## config.mk

```make
export PLATFORM = sky130hd
export DESIGN_NAME = seven_seg_scan_driver
export DESIGN_NICKNAME = d
export VERILOG_FILES = /design/src/rtl/seven_seg_scan_driver.sv
export SDC_FILE = /design/constraint.sdc
export NUM_CORES = 1
export LEC_CHECK = 0
export CAP_MARGIN = 40
export CORE_UTILIZATION = 40
export DETAILED_ROUTE_END_ITERATION = 10
export PLACE_DENSITY = 0.71
export SLEW_MARGIN = 20
export SYNTH_ARGS = -nofsm -noshare
export SYNTH_HDL_FRONTEND = slang
export SYNTH_SLANG_ARGS = --single-unit
```

## constraint.sdc

```tcl
create_clock -name clk -period 6.8 [get_ports clk]
set_clock_uncertainty 0.1 [all_clocks]
set_input_delay 2.04 -clock clk [delete_from_list [all_inputs] [get_ports clk]]
set_output_delay 2.04 -clock clk [all_outputs]
set_load 0.05 [all_outputs]
```

## src/rtl/seven_seg_scan_driver.sv

```systemverilog
// Time-multiplexed common-anode 7-segment driver: one shared decoder and a refresh
// scanner with hex mode, leading-zero blanking, anti-ghost blank interval and frame strobe.
module seven_seg_scan_driver #(
    parameter int NUM_DIGITS   = 8,
    parameter int REFRESH_DIV  = 100000,
    parameter int BLANK_CYCLES = 1000,
    parameter int HEX_MODE     = 0
) (
    input  logic                    clk,
    input  logic                    reset,
    input  logic                    enable,
    input  logic [4*NUM_DIGITS-1:0] digits,
    input  logic [NUM_DIGITS-1:0]   dp_in,
    input  logic                    blank_lz,
    output logic [6:0]              seg,
    output logic                    dp,
    output logic [NUM_DIGITS-1:0]   an,
    output logic                    frame_tick
);
    localparam int CW = $clog2(REFRESH_DIV);
    localparam int IW = (NUM_DIGITS > 1) ? $clog2(NUM_DIGITS) : 1;
    localparam logic [CW-1:0] CNT_LAST = CW'(REFRESH_DIV - 1);
    localparam logic [IW-1:0] IDX_LAST = IW'(NUM_DIGITS - 1);

    logic [CW-1:0]         cnt_q, cnt_d;
    logic [IW-1:0]         idx_q, idx_d;
    logic [6:0]            seg_q, seg_d;
    logic                  dp_q, dp_d;
    logic [NUM_DIGITS-1:0] an_q, an_d;
    logic                  frame_q, frame_d;

    logic                  slot_end;
    logic                  slot_lit;
    logic                  lz_run;
    logic [3:0]            code;
    logic [NUM_DIGITS-1:0] lz_mask;

    // With no blank interval the anode stays on for the whole slot.
    generate
        if (BLANK_CYCLES == 0) begin : g_no_blank
            assign slot_lit = 1'b1;
        end else begin : g_blank
            assign slot_lit = (cnt_q >= CW'(BLANK_CYCLES));
        end
    endgenerate

    function automatic logic [6:0] decode(input logic [3:0] c);
        logic [6:0] s;
        s = 7'b1111111;
        case (c)
            4'h0: s = 7'b1000000;
            4'h1: s = 7'b1111001;
            4'h2: s = 7'b0100100;
            4'h3: s = 7'b0110000;
            4'h4: s = 7'b0011001;
            4'h5: s = 7'b0010010;
            4'h6: s = 7'b0000010;
            4'h7: s = 7'b1111000;
            4'h8: s = 7'b0000000;
            4'h9: s = 7'b0010000;
            4'hA: s = 7'b0001000;
            4'hB: s = 7'b0000011;
            4'hC: s = 7'b1000110;
            4'hD: s = 7'b0100001;
            4'hE: s = 7'b0000110;
            default: s = 7'b0001110;
        endcase
        if (c > 4'h9 && HEX_MODE == 0) begin
            s = 7'b1111111;
        end
        return s;
    endfunction

    // A digit is a leading zero when it and every more-significant code are zero.
    always_comb begin
        lz_mask = '0;
        lz_run  = blank_lz;
        for (int i = NUM_DIGITS - 1; i > 0; i--) begin
            lz_run     = lz_run & (digits[4*i +: 4] == 4'h0);
            lz_mask[i] = lz_run;
        end
    end

    always_comb begin
        slot_end = (cnt_q == CNT_LAST);
        cnt_d    = cnt_q;
        idx_d    = idx_q;
        if (enable) begin
            cnt_d = slot_end ? '0 : cnt_q + CW'(1);
            if (slot_end) begin
                idx_d = (idx_q == IDX_LAST) ? '0 : idx_q + IW'(1);
            end
        end

        code    = digits[{idx_q, 2'b00} +: 4];
        seg_d   = lz_mask[idx_q] ? 7'b1111111 : decode(code);
        dp_d    = ~dp_in[idx_q];
        an_d    = '1;
        if (enable && slot_lit) begin
            an_d = ~(NUM_DIGITS'(1) << idx_q);
        end
        frame_d = enable && slot_end && (idx_q == IDX_LAST);
    end

    // NOTE: sequential state uses non-blocking assignments so every register
    // samples the pre-edge values computed above, independent of statement order.
    always_ff @(posedge clk or posedge reset) begin
        if (reset) begin
            cnt_q   <= '0;
            idx_q   <= '0;
            seg_q   <= 7'b1111111;
            dp_q    <= 1'b1;
            an_q    <= '1;
            frame_q <= 1'b0;
        end else begin
            cnt_q   <= cnt_d;
            idx_q   <= idx_d;
            seg_q   <= seg_d;
            dp_q    <= dp_d;
            an_q    <= an_d;
            frame_q <= frame_d;
        end
    end

    assign seg        = seg_q;
    assign dp         = dp_q;
    assign an         = an_q;
    assign frame_tick = frame_q;

endmodule

```

==> flow_metrics.tcl <==
set metrics [dict create \
    outcome "complete, no violations" \
    die_y_microns 77.0 \
    syn_area_per_cell_sq_um 11.0 \
    synthesis.nets 262 \
    die_x_microns 77.0 \
    p_clk_share_pct 26.4 \
    cts_resized 0 \
    tritoncts "yes" \
    period_minus_slack_ps 4270 \
    fillers 476 \
    grt_use_total_pct 16.5 \
    required_ps 6890 \
    setup_ws_ps 2530 \
    worstMarginPinSlew_ps 674 \
    drtAntennaViolNets 0 \
    syn-cell-area_sq_um 2250 \
    finalCritPeriodShare_pct 62.8 \
    setup_violations 0 \
    route.final.wire_length_microns 4690 \
    drv_cap 0 \
    antenna_found_initial 0 \
    cts_made_buffers 5 \
    relSlewSlack_pct 55.1 \
    p_int_uw 383 \
    synthCells 204 \
    synth-xor-area-share_pct 6.24 \
    dpl_cell_area_sq_um 2900 \
    ioPinCount 61 \
    fin_nets 323 \
    swShare_pct 29.8 \
    hold_slack_ps 414 \
    startpoint_type "input pin" \
    r2r_cells 6 \
    multi_input_area_sq_um 1220 \
    rsz0062_at_grt "no" \
    yosysUniqueCellTypes 42 \
    finalSetupTns_ps 0 \
    pwr-share-comb_pct 22.9 \
    r2r_slack_ps 3870 \
    synth_area_leader_cell "dfrtp_1" \
    worstPathMaxFanout 6 \
    grt_max_degree 38 \
    finalHoldViolations 0 \
    area_delta_synth_final_pct 32.9 \
    ctsHoldBuffers 0 \
    grt.overflow.total 0 \
    place.gp.congestion 0.877 \
    synthMuxAreaShare_pct 15.9 \
    arrival_ps 4360 \
    grt_pass1_wl_microns 7680 \
    via_per_inst 5.24 \
    synth_async_sr_flop_share_pct 100 \
    synth_top_family_by_area "simple AND/OR/NAND/NOR gates" \
    core_area_sq_um 5270 \
    avgRoutedWirePerCell_microns 13.9 \
    antennaDiodeCount 0 \
    cts_max_path_buffers 2 \
    max_freq_mhz 234 \
    synth-edff-count 0 \
    synthTopCellsByArea "dfrtp_1, dfstp_2, ha_1" \
    final_area_sq_um 2990 \
    power.density_nw_per_um2 183 \
    cts_setup_buffers 0 \
    min_path_cells 1 \
    hpwlAfterDp_microns 3610 \
    initial_core_util_pct 42.6 \
    preCtsSetupSlack_ps 2290 \
    grt_pass1_vias 1649 \
    clock_latency_ps 290 \
    firstDrtPassIters 5 \
    clkTransAtPathRegs_ps 70 \
    holdCritPathClass "reg2reg" \
    h-tree-depth 2 \
    yosys_warnings 0 \
    peakVddDrop_v 0.000107 \
    yosysMostFrequentCell "dfrtp_1" \
    dieArea_sq_um 5920 \
    crit_type "in2reg" \
    synthFlopType "dfrtp_1" \
    synth_top_area_share_pct 23.4 \
    ctsRootBufferMaster "clkbuf_8" \
    yosys.area_share.adder_pct 7.80 \
    synth-seq-area-share_pct 42.1 \
    postLayoutCoreUtil_pct 56.6 \
    synth_compound_area_share_pct 6.90 \
    hold_path_startpoint "cnt_q[13]$_DFFE_PP0P_" \
    io_buffers 60 \
    drive_gt1_share_pct 13.9 \
    reg2reg_to "seg[3]$_DFF_PP1_" \
    clock_sinks 37 \
    vias 1760 \
    r2r-start "idx_q[1]$_DFFE_PP0P_" \
    rows 26 \
    slew_violations 0 \
    drc 0 \
    ys_top_cells_by_count "dfrtp_1, nor2_1, dfstp_2, nand2_1, ha_1" \
    synth-simple-area-share_pct 17.3 \
    p_sw_uw 162 \
    synth_seq_cells 37 \
    critPathCaptureType "flip-flop" \
    hold_end "cnt_q[13]$_DFFE_PP0P_" \
    p_seq_share_pct 50.6 \
    leakage_nw 1.24 \
    regArea_sq_um 946 \
    drt_iter0_drc 100 \
]
==> cell type report <==
type | count | area share (%)
sequential | 37 | 31.7
clock buffer | 6 | 2.43
tap | 70 | 2.93
inverter | 10 | 1.26
multi-input combinational | 149 | 40.7
clock inverter | 2 | 0.335
timing repair buffer | 62 | 20.6
==> cell usage in the layout, fill, tap and decap left out, types with 7 or more instances in the layout <==
cell type,n
mux2i_1,7
ha_1,14
inv_1,9
clkdlybuf4s50_1,60
nor2_1,17
dfstp_2,16
nand2_1,16
xnor2_1,8
dfrtp_1,21
xor2_1,8
nor4_1,9
nand3_1,13
==> per-layer routing <==
metal	wire length, microns	vias to the layer above	track usage (%)
met5	0	-	0
met4	80	0	6.15
met3	267	8	4.17
met2	2190	64	24.8
met1	2150	828	22.6
li1	-	860	-
==> through the flow <==
step                power (mW)  std cells
global route             0.573        336
global placement         0.401        328
floorplan                0.354        204
detailed placement       0.406        328
CTS                      0.549        336
finish                   0.545        336
==> critical path, cell delays in order <==
cell and delay, ps:
clkdlybuf4s50_1 430, mux4_2 470, mux2i_1 510, ha_1 350
o21ai_1 100, a32oi_2 320, o211ai_1 140
==> sequential cells by signal (all words and copies together) (netlist names) <==
signal,count
frame_tick,1
dp,1
cnt_q,17
an,8
seg,7
idx_q,3
==> power by group through the flow <==
stage,Sequential (mW),Combinational (mW),Clock [mW]
2_1_floorplan,0.291,0.0626,0
3_3_place_gp,0.280,0.122,0
3_5_place_dp,0.280,0.126,0
4_1_cts,0.276,0.126,0.146
5_1_grt,0.281,0.137,0.156
6_report,0.276,0.125,0.144
==> worst max path at each step <==
| stage | start | end | slack (ps) |
|---|---|---|---|
| final | digits[29] | seg[3]$_DFF_PP1_ | 2530 |
| after CTS | digits[29] | seg[3]$_DFF_PP1_ | 2560 |
| after global placement | digits[29] | seg[2]$_DFF_PP1_ | 2380 |
| after global routing | digits[29] | seg[3]$_DFF_PP1_ | 2340 |
| after detailed placement | digits[29] | seg[3]$_DFF_PP1_ | 2290 |
| after floorplan | digits[12] | seg[4]$_DFF_PP1_ | 2980 |
==> cells by family after synthesis <==
logic type / count (synthesis)
adder cells (fa/ha/maj): 14
multiplexers: 20
buffers and inverters: 18
XOR/XNOR: 16
flip-flops: 37
AO/OA/AOI/OAI: 23
AND/OR/NAND/NOR: 76
Power figures use the tool's default switching activity.
